--- config.mk ---
export PLATFORM = sky130hd
export DESIGN_NAME = fifo_burst_reader
export DESIGN_NICKNAME = d
export VERILOG_FILES = /design/src/rtl/fifo_burst_reader.sv
export SDC_FILE = /design/constraint.sdc
export NUM_CORES = 1
export LEC_CHECK = 0
export CAP_MARGIN = 15
export CORE_UTILIZATION = 60
export DETAILED_ROUTE_END_ITERATION = 10
export DONT_BUFFER_PORTS = 1
export PLACE_DENSITY = 0.76
export SLEW_MARGIN = 25
export SYNTH_ARGS = -nofsm -noshare
export SYNTH_HDL_FRONTEND = slang
export SYNTH_SLANG_ARGS = --single-unit
--- constraint.sdc ---
create_clock -name clk -period 2.8 [get_ports clk]
set_input_delay 0.84 -clock clk [delete_from_list [all_inputs] [get_ports clk]]
set_output_delay 0.84 -clock clk [all_outputs]
set_load 0.01 [all_outputs]
--- src/rtl/fifo_burst_reader.sv ---
// Burst read master for the 8-bit sfifo: pops LEN words and streams them
// out on valid/ready through a two-entry skid buffer.
module fifo_burst_reader #(
  parameter int DW   = 8,
  parameter int LENW = 5
) (
  input  logic            clk,
  input  logic            rst,
  input  logic            start,
  input  logic [LENW-1:0] len,
  input  logic            abort,
  input  logic            fifo_empty,
  input  logic [DW-1:0]   fifo_dout,
  output logic            fifo_re,
  output logic            m_valid,
  output logic [DW-1:0]   m_data,
  input  logic            m_ready,
  output logic            busy,
  output logic            done,
  output logic            aborted,
  output logic [LENW-1:0] xfer_cnt
);

  typedef enum logic [1:0] {
    IDLE,
    BURST,
    FINISH
  } state_t;

  state_t          state;
  logic [LENW-1:0] rem;
  logic [LENW-1:0] len_q;
  logic            inflight;
  logic [1:0]      cnt;
  logic [DW-1:0]   tail;

  logic       pop;
  logic       push;
  logic       last;
  logic [1:0] occ;

  assign pop  = m_valid & m_ready;
  assign push = inflight;
  assign occ  = cnt + {1'b0, inflight};
  assign last = pop && ((xfer_cnt + LENW'(1)) == len_q);

  // Read only if the word can land even when nothing drains this cycle.
  assign fifo_re = !rst
                && (state == BURST)
                && !fifo_empty
                && (rem != '0)
                && ((occ - {1'b0, pop}) < 2'd2);

  always_ff @(posedge clk) begin
    if (rst) begin
      state    <= IDLE;
      rem      <= '0;
      len_q    <= '0;
      inflight <= 1'b0;
      cnt      <= 2'd0;
      tail     <= '0;
      m_valid  <= 1'b0;
      m_data   <= '0;
      busy     <= 1'b0;
      done     <= 1'b0;
      aborted  <= 1'b0;
      xfer_cnt <= '0;
    end else begin
      done     <= 1'b0;
      aborted  <= 1'b0;
      inflight <= fifo_re;
      if (fifo_re) begin
        rem <= rem - LENW'(1);
      end

      case ({push, pop})
        2'b11: begin
          if (cnt == 2'd2) begin
            m_data <= tail;
            tail   <= fifo_dout;
          end else begin
            m_data <= fifo_dout;
          end
        end
        2'b10: begin
          if (cnt == 2'd0) begin
            m_data <= fifo_dout;
          end else begin
            tail <= fifo_dout;
          end
          cnt     <= cnt + 2'd1;
          m_valid <= 1'b1;
        end
        2'b01: begin
          m_data  <= tail;
          cnt     <= cnt - 2'd1;
          m_valid <= (cnt == 2'd2);
        end
        default: ;
      endcase

      case (state)
        IDLE: begin
          if (start) begin
            xfer_cnt <= '0;
            if (len != '0) begin
              rem   <= len;
              len_q <= len;
              busy  <= 1'b1;
              state <= BURST;
            end else begin
              state <= FINISH;
            end
          end
        end
        BURST: begin
          // Abort drops buffered and in-flight data; the count is frozen.
          if (abort) begin
            state    <= IDLE;
            busy     <= 1'b0;
            aborted  <= 1'b1;
            cnt      <= 2'd0;
            m_valid  <= 1'b0;
            inflight <= 1'b0;
            rem      <= '0;
          end else if (pop) begin
            xfer_cnt <= xfer_cnt + LENW'(1);
            if (last) begin
              busy  <= 1'b0;
              state <= FINISH;
            end
          end
        end
        FINISH: begin
          done  <= 1'b1;
          state <= IDLE;
        end
        default: state <= IDLE;
      endcase
    end
  end

endmodule

* Word-level counts from Yosys, hierarchy flattened
Index checks and enable logic that the tools add are counted.
Storage, ports and cells: bits in read-only memories 0, memory bits (writable) 0, output and inout bits 18, bits in latches 0, register bits after elaboration 40, memories kept 0
Operators by class: $lt $le $gt $ge 1, bitwise logic cells 2, equality and inequality tests 16, divide/modulo/power cells 0, multipliers 0, muxes and demuxes 37, shift operators 0, reduce and logical (&&, ||, !) cells 21, add/subtract/negate cells 6
Operator list (number):
- $mux 5 | 7
- $mux 8 | 4
- $pmux 8 s3 | 1
- $pmux 5 s2 | 2
- $pmux 8 s2 | 1
- $mux 2 | 7
- $ne 2x2->1 const B | 7
- $mux 1 | 11
- $reduce_bool 5->1 | 2
- $reduce_and 3->1 | 3
- $eq 2x2->1 const B | 4
- $pmux 2 s2 | 2
- $ne 3x3->1 const B | 2
- $add 5x1->5 const B | 1
- $eq 5x5->1 | 1
- $logic_and 1x1->1 | 5
- $reduce_and 5->1 | 1
- $sub 5x1->5 const B | 1
- $eq 2x1->1 const B | 2
- $logic_not 2->1 | 2
- $pmux 1 s2 | 2
- $reduce_and 4->1 | 1
- $reduce_bool 2->1 | 2
- $reduce_bool 3->1 | 1
- 10 further kinds | 11

* Depth between registers and ports, before layout
depth after elaboration 9, mapped depth 8, depth with buffers taken out 8

* Worst setup path before layout
No wires, ideal clock.
kind input to output, start point input port rst, end point output port fifo_re, path buffers 2, required time 1960 ps, arrival 1544 ps, setup slack 416 ps, stages 4, cells stage by stage buf_6 > nor4_2 > nor2b_1 > buf_4
On the way: cells in the longest elaborated chain, start to end 5
RTL lines:
- start, declared | RTL line 8 | input logic rst,
- $logic_not 1->1 | RTL line 48 | assign fifo_re = !rst
- $logic_and 1x1->1 | RTL line 49 | && (state == BURST)
- $logic_and 1x1->1 | RTL line 50 | && !fifo_empty
- $logic_and 1x1->1 | RTL line 51 | && (rem != '0)
- $logic_and 1x1->1 | RTL line 52 | && ((occ - {1'b0, pop}) < 2'd2);
- end, declared | RTL line 14 | output logic fifo_re,
No other way between the ends.

* Worst setup path after layout
start point register rem[0], end point output port fifo_re
On the way: cells in the longest elaborated chain, start to end 3
RTL lines:
- start, declared | RTL line 31 | logic [LENW-1:0] rem;
- start signal, assigned | RTL line 73 | rem <= rem - LENW'(1);
- start signal, assigned | RTL line 107 | rem <= len;
- $reduce_bool 5->1 | RTL line 51
- $logic_and 1x1->1 | RTL line 51
- $logic_and 1x1->1 | RTL line 52
No other way between the ends.

==> impl_results.md <==
- Setup TNS: 0 ns
- Status: complete, but fails checks
- Relative max-transition margin: 55.4%
- Post-Place Setup Slack: 0.378 ns
- Mean Syn Cell Area: 9.13 sq um
- Routability cong.: 0.826
- Die X: 57.3 microns
- Register bit count reported by yosys: 40
- DP Wirelength: 2650 microns
- Vias per cell: between 5 and 6
- Peak per-stage delay on the critical path: 0.38 ns
- Final Hold Fails: 0
- Most frequent cells in the layout: nor2_1, dfxtp_1, mux2i_1, nand2_1
- TritonCTS clock tree: done
- Clock Latency Late Sink: 0.33 ns
- Synth cell types: 41
- RSZ-0062 raised after global routing: no
- Final #Nets: about 220
- Failing checks: design-rule violations
- Worst EP arrival: 1.76 ns
- Layout cells sized above 1: 9.45%
- Critical path class: flop to output pin
- Crit path cell chain: inv_1, ha_1, nor4b_1, nor4_2, nor2b_1
- CORE AREA: 2830 sq um
- Cts hold-fix bufs: 0
- Area Growth Syn to Fin: 3.54%
- Initial Util: approximately two thirds
- PwrDens: around 550 nW/um^2
- Max-cap viol count: 0
- Netlist Area Pre-Place: 1840 sq um
- Row count: 19
- IO buf count: 0
- Die ar.: 3280 sq um
- Vias in the first global route: 1,277
- Fmax: approximately 0.38 GHz
- Setup Fix Bufs, Post-CTS: 0
- Crit path buf inv count: 1
- DRT antenna net count: 0
- Critical Path End Type: output pin
- Top Ports: 37
- DRT Pass-1 Iters: 9
- Drt initial violations: between 70 and 80
- Final Core Density: 67.2%
- Synth Warn #: 0
- Min Tclk post-route: 2.60 ns
- Top cell family by delay on the critical path: simple AND/OR/NAND/NOR gates
- Startpoint types: flop
- Setup WS post-layout: around 0.2 ns
- First-pass GRT wire length: 5630 microns
- Skew final: approximately 0.013 ns
- TritonCTS sink count: 40
- CTS-repair resized insts: 0
- Via count: 1,388
- Clk slew on worst S/H paths: 0.12 ns
- CP max stage cell: dfxtp_1
- HP Class: flop to flop
- Seq/Total Area, Yosys: 43.6%
- Routed len/inst: 14.9 microns
- Static leakage: 0.740 nW
- Final setup viols: 0
- Critical Path RT: 1.96 ns
- WL final: 3460 microns
- Num CTS Buffers: 5
- Pin count of the biggest net entering global routing: 35
- Final hold slack: 0.508 ns
- Worst-margin pin slew: 0.666 ns
- CP Max Fanout: 3
- GRT Total Usage: 22.3%
- Mapped Cells: 201
- Final period util: between 90 and 100%
- Initial antenna violation count: 0
- CTS root buffer: clkbuf_4
- Slew Viols, Final: 0
- Overflow after GRT: 0
- H-tree depth: 2
- Max VDD drop: between 0.0003 and 0.0004 V
- Syn Nets: 222
- DRC Markers: 2
- Clk buf depth: 2
- N_diodes: 0
- Die Y: 57.3 microns
## Yosys cell counts, drive strengths merged
| library cell | n | area share (%) |
|---|---|---|
| a211oi | 8 | 3.3 |
| a21o | 1 | 0.41 |
| a21oi | 8 | 2.2 |
| a22o | 1 | 0.48 |
| a22oi | 5 | 2.0 |
| a31oi | 3 | 1.4 |
| a32o | 1 | 0.55 |
| and2 | 3 | 1.2 |
| buf | 5 | 2.3 |
| clkbuf | 4 | 0.82 |
| dfxtp | 40 | 44 |
| ha | 2 | 1.4 |
| inv | 3 | 0.61 |
| maj3 | 1 | 0.55 |
| mux2i | 18 | 9.8 |
| nand2 | 14 | 3.3 |
| nand2b | 2 | 0.82 |
| nand3 | 6 | 1.9 |
| nand4 | 1 | 0.34 |
| nor2 | 41 | 8.8 |
| nor2b | 2 | 0.68 |
| nor3 | 6 | 2.2 |
| nor3b | 2 | 0.82 |
| nor4 | 1 | 0.68 |
| nor4b | 1 | 0.48 |
| o21ai | 5 | 1.4 |
| o41ai | 1 | 0.48 |
| or2 | 1 | 0.34 |
| or2b | 1 | 0.48 |
| or4b | 1 | 0.55 |
| xnor2 | 8 | 3.8 |
| xor2 | 5 | 2.4 |
## worst register-to-register path, cell delays in order, from the launching register on
cell and delay, ns:
dfxtp_1 0.38, inv_1 0.06, ha_1 0.23, nor4b_1 0.16
nor4_2 0.29, nor2b_1 0.33, buf_4 0.20, nand3_2 0.08
a32o_1 0.25
## worst paths after layout
path / start / to / slack (ns) / cells after the start
worst max-delay path: rem[0] / fifo_re / 0.20 / 5
worst min-delay path: state[1] / done / 0.51 / 1
worst max register to register: rem[0] / rem[4] / 0.73 / 8
worst min register to register: state[1] / done / 0.51 / 1
## kinds of logic (layout without fill, tap and decap cells)
kind of cell / Yosys count / count (layout) / synth area share [%]
compound gates: 33 / 33 / 12.1
xor+xnor: 13 / 13 / 6.20
fa+ha+maj: 3 / 3 / 1.91
buf+inv: 12 / 12 / 3.75
flops: 40 / 40 / 43.6
mux: 18 / 18 / 9.82
simple gates: 82 / 82 / 22.6
## flip-flops by register name (all words and copies together) (netlist names)
signal,cells
aborted,1
state,2
done,1
busy,1
len_q,5
m_data,8
xfer_cnt,5
inflight,1
rem,5
m_valid,1
tail,8
cnt,2
## cell type report
cell class	count	area, sq um
Clock buffer	6	41.3
Clock inverter	2	35.0
Fill cell	242	928
Inverter	3	11.3
Multi-Input combinational cell	149	966
Sequential cell	40	801
Tap cell	31	38.8
Timing Repair Buffer	1	7.51
## stage by stage
step           total power [W]  cells  instance area, sq um
2_1_floorplan         0.000683    201                  1840
3_3_place_gp          0.000685    224                  1820
3_5_place_dp          0.000688    224                  1820
4_1_cts                0.00104    232                  1900
5_1_grt                0.00108    232                  1900
6_report               0.00104    232                  1900
## routing by layer
| metal | routed length (microns) | vias to the layer above | track usage, % | part of all wire (%) |
|---|---|---|---|---|
| met5 | 0 | - | 0 | 0 |
| met4 | 51 | 0 | 7.32 | 1.5 |
| met3 | 272 | 7 | 8.39 | 7.9 |
| met2 | 1590 | 43 | 34.8 | 46 |
| met1 | 1550 | 639 | 28.7 | 45 |
| li1 | - | 699 | - | - |
## report_power, final
part	internal (W)	leakage [nW]	switching, W
Combinational	0.0000335	0.373	0.0000407
Clock	0.000187	0.0422	0.000173
Sequential	0.000585	0.325	0.0000162
Note: power is estimated with default switching activity, not from simulation.
